===== src/rtl/serial_adder_if.sv =====
// serial_adder_if
//   Handshake bundle for the digit-serial adder/subtractor.
//   Request side : in_val/in_rdy with operands in_a, in_b, in_cin, in_sub.
//   Result side  : out_val/out_rdy with out_sum and out_cout.
//   master : the producer/consumer environment (drives requests, accepts results)
//   slave  : the adder itself
interface serial_adder_if #(
    parameter int NBITS = 16
);
    logic             in_val;
    logic             in_rdy;
    logic [NBITS-1:0] in_a;
    logic [NBITS-1:0] in_b;
    logic             in_cin;
    logic             in_sub;
    logic             out_val;
    logic             out_rdy;
    logic [NBITS-1:0] out_sum;
    logic             out_cout;

    modport master (
        output in_val, in_a, in_b, in_cin, in_sub, out_rdy,
        input  in_rdy, out_val, out_sum, out_cout
    );

    modport slave (
        input  in_val, in_a, in_b, in_cin, in_sub, out_rdy,
        output in_rdy, out_val, out_sum, out_cout
    );
endinterface


===== src/rtl/serial_adder.sv =====
// serial_adder
//   Digit-serial adder/subtractor. One DBITS-wide adder plus a registered
//   carry walks the operands LSB-first over NBITS/DBITS cycles.
//   Subtraction is A + ~B + 1 (carry forced to 1, cin ignored), so out_cout
//   reads 1 when no borrow occurred.
// Ports
//   clk      : clock, rising edge
//   reset_n  : asynchronous active-low reset
//   bus      : serial_adder_if.slave (request and result handshakes)
module serial_adder #(
    parameter int NBITS = 16,
    parameter int DBITS = 4
) (
    input  logic          clk,
    input  logic          reset_n,
    serial_adder_if.slave bus
);
    localparam int NDIG  = NBITS / DBITS;
    localparam int CNT_W = (NDIG > 1) ? $clog2(NDIG) : 1;

    typedef enum logic [1:0] {
        IDLE = 2'd0,
        CALC = 2'd1,
        DONE = 2'd2
    } state_t;

    state_t           state_q, state_d;
    logic [CNT_W-1:0] cnt_q, cnt_d;
    logic             carry_q, carry_d;
    logic             cout_q, cout_d;
    logic [NBITS-1:0] sum_q, sum_d;
    logic [NBITS-1:0] a_q, a_d;
    logic [NBITS-1:0] b_q, b_d;
    logic [DBITS:0]   dsum;

    // One digit of the addition; the extra top bit is the digit carry-out.
    assign dsum = {1'b0, a_q[DBITS-1:0]} + {1'b0, b_q[DBITS-1:0]}
                + {{DBITS{1'b0}}, carry_q};

    always_comb begin
        state_d = state_q;
        cnt_d   = cnt_q;
        carry_d = carry_q;
        cout_d  = cout_q;
        sum_d   = sum_q;
        a_d     = a_q;
        b_d     = b_q;
        case (state_q)
            IDLE: begin
                if (bus.in_val) begin
                    a_d     = bus.in_a;
                    b_d     = bus.in_sub ? ~bus.in_b : bus.in_b;
                    carry_d = bus.in_sub | bus.in_cin;
                    cnt_d   = '0;
                    state_d = CALC;
                end
            end
            CALC: begin
                a_d     = a_q >> DBITS;
                b_d     = b_q >> DBITS;
                // New digit enters at the top; after NDIG shifts the first
                // digit has reached bit 0. Written as shift/or so that
                // DBITS == NBITS needs no empty slice.
                sum_d   = (sum_q >> DBITS)
                        | (NBITS'(dsum[DBITS-1:0]) << (NBITS - DBITS));
                carry_d = dsum[DBITS];
                cout_d  = dsum[DBITS];
                cnt_d   = cnt_q + CNT_W'(1);
                if (cnt_q == CNT_W'(NDIG - 1)) begin
                    state_d = DONE;
                end
            end
            DONE: begin
                if (bus.out_rdy) begin
                    state_d = IDLE;
                end
            end
            default: begin
                state_d = IDLE;
            end
        endcase
    end

    always_ff @(posedge clk or negedge reset_n) begin
        if (!reset_n) begin
            state_q <= IDLE;
            cnt_q   <= '0;
            carry_q <= 1'b0;
            cout_q  <= 1'b0;
            sum_q   <= '0;
        end else begin
            state_q <= state_d;
            cnt_q   <= cnt_d;
            carry_q <= carry_d;
            cout_q  <= cout_d;
            sum_q   <= sum_d;
        end
    end

    // Operand shift registers are fully reloaded on accept; no reset needed.
    always_ff @(posedge clk) begin
        a_q <= a_d;
        b_q <= b_d;
    end

    // in_rdy is gated by reset_n so it drops as soon as reset is asserted.
    assign bus.in_rdy   = reset_n && (state_q == IDLE);
    assign bus.out_val  = (state_q == DONE);
    assign bus.out_sum  = sum_q;
    assign bus.out_cout = cout_q;
endmodule


===== src/flat_wrapper.sv =====
// flat-port wrapper written by rule: the top's interface ports become plain ports
module serial_adder_flat 
#(
    parameter int NBITS = 16,
    parameter int DBITS = 4
)
  (clk, reset_n, bus_in_val, bus_in_a, bus_in_b, bus_in_cin, bus_in_sub, bus_out_rdy, bus_in_rdy, bus_out_val, bus_out_sum, bus_out_cout);
  serial_adder_if #(.NBITS(NBITS)) bus_i ();
  input  logic clk;
  input  logic reset_n;
  input wire logic [$bits(bus_i.in_val)-1:0] bus_in_val;
  input wire logic [$bits(bus_i.in_a)-1:0] bus_in_a;
  input wire logic [$bits(bus_i.in_b)-1:0] bus_in_b;
  input wire logic [$bits(bus_i.in_cin)-1:0] bus_in_cin;
  input wire logic [$bits(bus_i.in_sub)-1:0] bus_in_sub;
  input wire logic [$bits(bus_i.out_rdy)-1:0] bus_out_rdy;
  output wire logic [$bits(bus_i.in_rdy)-1:0] bus_in_rdy;
  output wire logic [$bits(bus_i.out_val)-1:0] bus_out_val;
  output wire logic [$bits(bus_i.out_sum)-1:0] bus_out_sum;
  output wire logic [$bits(bus_i.out_cout)-1:0] bus_out_cout;
  assign bus_i.in_val = bus_in_val;
  assign bus_i.in_a = bus_in_a;
  assign bus_i.in_b = bus_in_b;
  assign bus_i.in_cin = bus_in_cin;
  assign bus_i.in_sub = bus_in_sub;
  assign bus_i.out_rdy = bus_out_rdy;
  assign bus_in_rdy = bus_i.in_rdy;
  assign bus_out_val = bus_i.out_val;
  assign bus_out_sum = bus_i.out_sum;
  assign bus_out_cout = bus_i.out_cout;
  serial_adder #(.NBITS(NBITS), .DBITS(DBITS)) u_core (.clk(clk), .reset_n(reset_n), .bus(bus_i));
endmodule

===== config.mk =====
export PLATFORM = sky130hd
export DESIGN_NAME = serial_adder_flat
export DESIGN_NICKNAME = d
export VERILOG_FILES = /design/src/rtl/serial_adder_if.sv /design/src/rtl/serial_adder.sv /design/src/flat_wrapper.sv
export SDC_FILE = /design/constraint.sdc
export NUM_CORES = 1
export LEC_CHECK = 0
export CORE_UTILIZATION = 40
export CTS_BUF_LIST = sky130_fd_sc_hd__clkbuf_8
export DETAILED_ROUTE_END_ITERATION = 10
export GPL_TIMING_DRIVEN = 0
export PLACE_DENSITY = 0.73
export SLEW_MARGIN = 10
export SYNTH_ARGS = -nofsm -noshare
export SYNTH_HDL_FRONTEND = slang
export SYNTH_SLANG_ARGS = --single-unit

===== constraint.sdc =====
create_clock -name clk -period 2.2 [get_ports clk]
set_clock_uncertainty 0.2 [all_clocks]
set_input_delay 0.44 -clock clk [delete_from_list [all_inputs] [get_ports clk]]
set_output_delay 0.44 -clock clk [all_outputs]
set_load 0.01 [all_outputs]

==> flow_summary.ini <==
[logic_synthesis]
avgSynthCellArea_um2 = 10.8
synth_top_area_share_pct = 38.9
synthCells = 228
synth_warnings = 0
ys_seq_area_share_pct = 61.2
ys_top_cells_by_area = edfxtp_1, dfrtp_1, nand2_1
syn-num-nets = 272
ys_ff_latch = 54
synth_most_common_cell = nand2_1
synthArstFlopShare_pct = 40.7
syn-cell-area_um2 = 2470
ys_types = 28
synth_commonest_cells = nand2_1, edfxtp_1, dfrtp_1
yosysTopAreaCell = edfxtp_1
synth_edf_count = 32
ys.flop_type = edfxtp_1

[cells_and_area]
area_delta_synth_final_pct = 30.5
drive_gt1_share_pct = 9.56
stdcell_count = 368
fill_cells = 505
final_core_util_pct = 54.4
fin_area_um2 = 3220
diodes = 0
fin_nets = 336

[pwr]
p_sw_w = 0.00169
p_int_w = 0.00297
combinationalPowerShare_pct = 45.6
p_leak_nw = 1.40
peakVddDrop_uv = 550
swShare_pct = 36.3
clock_power_share_pct = 11.2
power.density_cell_area_nw_per_um2 = 1440
pwr-share-seq_pct = 43.1

[placed_design]
dpl_cell_area_um2 = 3110
dp_slack_ns = -0.902
place_inst = 358
routabilityCongestion = 0.708
hpwl_mm = 3.08
port_buffers = 55

[min_path]
hp-class = reg -> reg

[clocking]
numCtsBuffers = 5
cts_sinks = 54
insertion_delay_ns = 0.30
cts_max_level = 2
clock_path_buffers = 2
cts-root-buf = clkbuf_8
clk_pin_slew_ns = 0.09
tritoncts = built
postCtsSetupBuffers = 0

[sta]
hold_violations = 0
slew_viol_final = 0
min_period_over_period_pct = 95.5
fmax_ghz = 0.476
worst_pin_slew_ns = 0.940
setup_viol = 0
slew_headroom_pct = 37.1
whs_ns = 0.281
layout_min_cycle_time_ns = 2.10
setup_ws_ns = 0.0985
rsz0062_at_grt = no

[worst_setup_path]
r2r_slack_ns = 0.22
critPathRequiredTime_ns = 1.56
end_kind = primary output
critPathMaxFanout = 6
cp.arrival_ns = 1.46
start_kind = flop
critical_path_class = reg -> out

[global_route]
track_usage_pct = 15.2
grt_pass1_wl_mm = 7.47
grt_overflow = 0
antenna_found_initial = 0
grt_pass1_vias = 1684
grt_start_max_net_pins = 23

[floorplanning]
row_count = 28
die_h_um = 80.6
initial_core_util_pct = 41.7
die_w_um = 80.6
dieArea_um2 = 6490
coreArea_um2 = 5920
pin_count = 57

[detailed_routing]
wl_per_cell_um = 12.0
viasPerCell = 4.60
dr.first_iter.drc_count = 101
drc = 0
ant_nets = 0
routed_wl_mm = 4.41
via_count = 1694
drt-pass1-iter-count = 4

[flow_run]
max_cap_violations = 0

[run_status]
status = finished clean
==> stage by stage <==
stage          setup TNS [ns]  total power, W
6_report                    0         0.00465
5_1_grt                     0         0.00507
4_1_cts                     0         0.00472
3_5_place_dp           -15.26         0.00417
3_3_place_gp           -14.46         0.00407
2_1_floorplan               0         0.00341
==> critical path, stage by stage, from the launching register on <==
cell	delay (ns)
dfrtp_2	0.45
nor2b_1	0.16
clkdlybuf4s50_1	0.55
==> sequential cells by signal (all words and copies together) (netlist names) <==
signal / flops
u_core.a_q: 16
u_core.bus.out_sum: 16
u_core.b_q: 16
u_core.carry_q: 1
u_core.bus.out_cout: 1
u_core.state_q: 2
u_core.cnt_q: 2
==> worst paths after layout <==
check | from | endpoint | depth (start not counted)
max | u_core.state_q[0] | bus_out_val | 2
min | u_core.bus.out_sum[3] | u_core.bus.out_sum[3] | 2
max reg2reg | u_core.b_q[0] | u_core.carry_q | 7
min reg2reg | u_core.bus.out_sum[3] | u_core.bus.out_sum[3] | 2
max in group asynchronous | reset_n | u_core.state_q[0] | 2
min in group asynchronous | reset_n | u_core.bus.out_sum[8] | 2
==> layout by cell type (no fill, tap or decap) <==
cell / count
xor2_1: 2
a21o_1: 1
nor2_1: 4
xnor2_1: 16
clkinvlp_4: 2
clkbuf_8: 5
buf_6: 5
nor3_1: 1
and2_1: 4
o21a_1: 1
fa_1: 2
nor3b_1: 1
ha_1: 4
nor2b_1: 2
nand2_1: 92
o21ai_1: 4
a21oi_1: 2
o21ai_0: 12
inv_1: 5
dlygate4sd3_1: 1
clkinv_1: 1
clkinv_2: 1
nor3_2: 1
o31ai_2: 1
dfrtp_1: 21
edfxtp_1: 32
buf_2: 4
o21bai_2: 1
dlymetal6s2s_1: 1
nand2b_1: 1
dfrtp_2: 1
a22o_1: 2
and2b_4: 1
buf_4: 4
nor2_2: 2
clkdlybuf4s50_1: 53
==> power groups by stage <==
stage / sequential, W / combinational, W / clock [W]
finish: 0.00201 / 0.00212 / 0.000523
floorplan: 0.00205 / 0.00137 / 0
detailed placement: 0.00204 / 0.00212 / 0
CTS: 0.00202 / 0.00216 / 0.000542
global route: 0.00207 / 0.00242 / 0.000577
global placement: 0.00201 / 0.00206 / 0
==> cell families (layout without fill, tap and decap cells) <==
logic type | after synthesis | in the layout | share of synthesized area (%)
flops | 54 | 54 | 61.2
buf+inv | 17 | 82 | 4.76
compound gates | 24 | 24 | 5.78
fa+ha+maj | 6 | 6 | 3.65
xor+xnor | 18 | 18 | 6.39
simple gates | 109 | 109 | 18.2
==> routing by layer <==
| layer | vias up | GRT usage, % | part of all wire, % |
|---|---|---|---|
| met3 | 4 | 4.09 | 5.3 |
| li1 | 867 | - | - |
| met2 | 49 | 25.8 | 48 |
| met4 | 0 | 3.93 | 0.86 |
| met5 | - | 0 | 0 |
| met1 | 774 | 19.0 | 45 |
==> final cells by class <==
type                       count  area, µm²  area share [%]
inverter                       5       22.5           0.699
clock buffer                   5       68.8            2.14
multi-input combinational    157        843            26.2
timing repair buffer          56        561            17.4
buffer                        12       98.8            3.07
sequential                    54       1510            47.0
clock inverter                 3       12.5           0.389
timing repair inverter         1       7.51           0.233
tap                           75       93.8            2.91
==> repair_timing <==
item | CTS | global route
endpoints found under the setup margin | 33 | 2
pin swaps | 0 | 0
cloned | 1 | 0
endpoints found under the hold margin | 22 | 0
resized for setup | 9 | 2
hold buffers | 1 | 0
(Power assumes the default switching activity.)
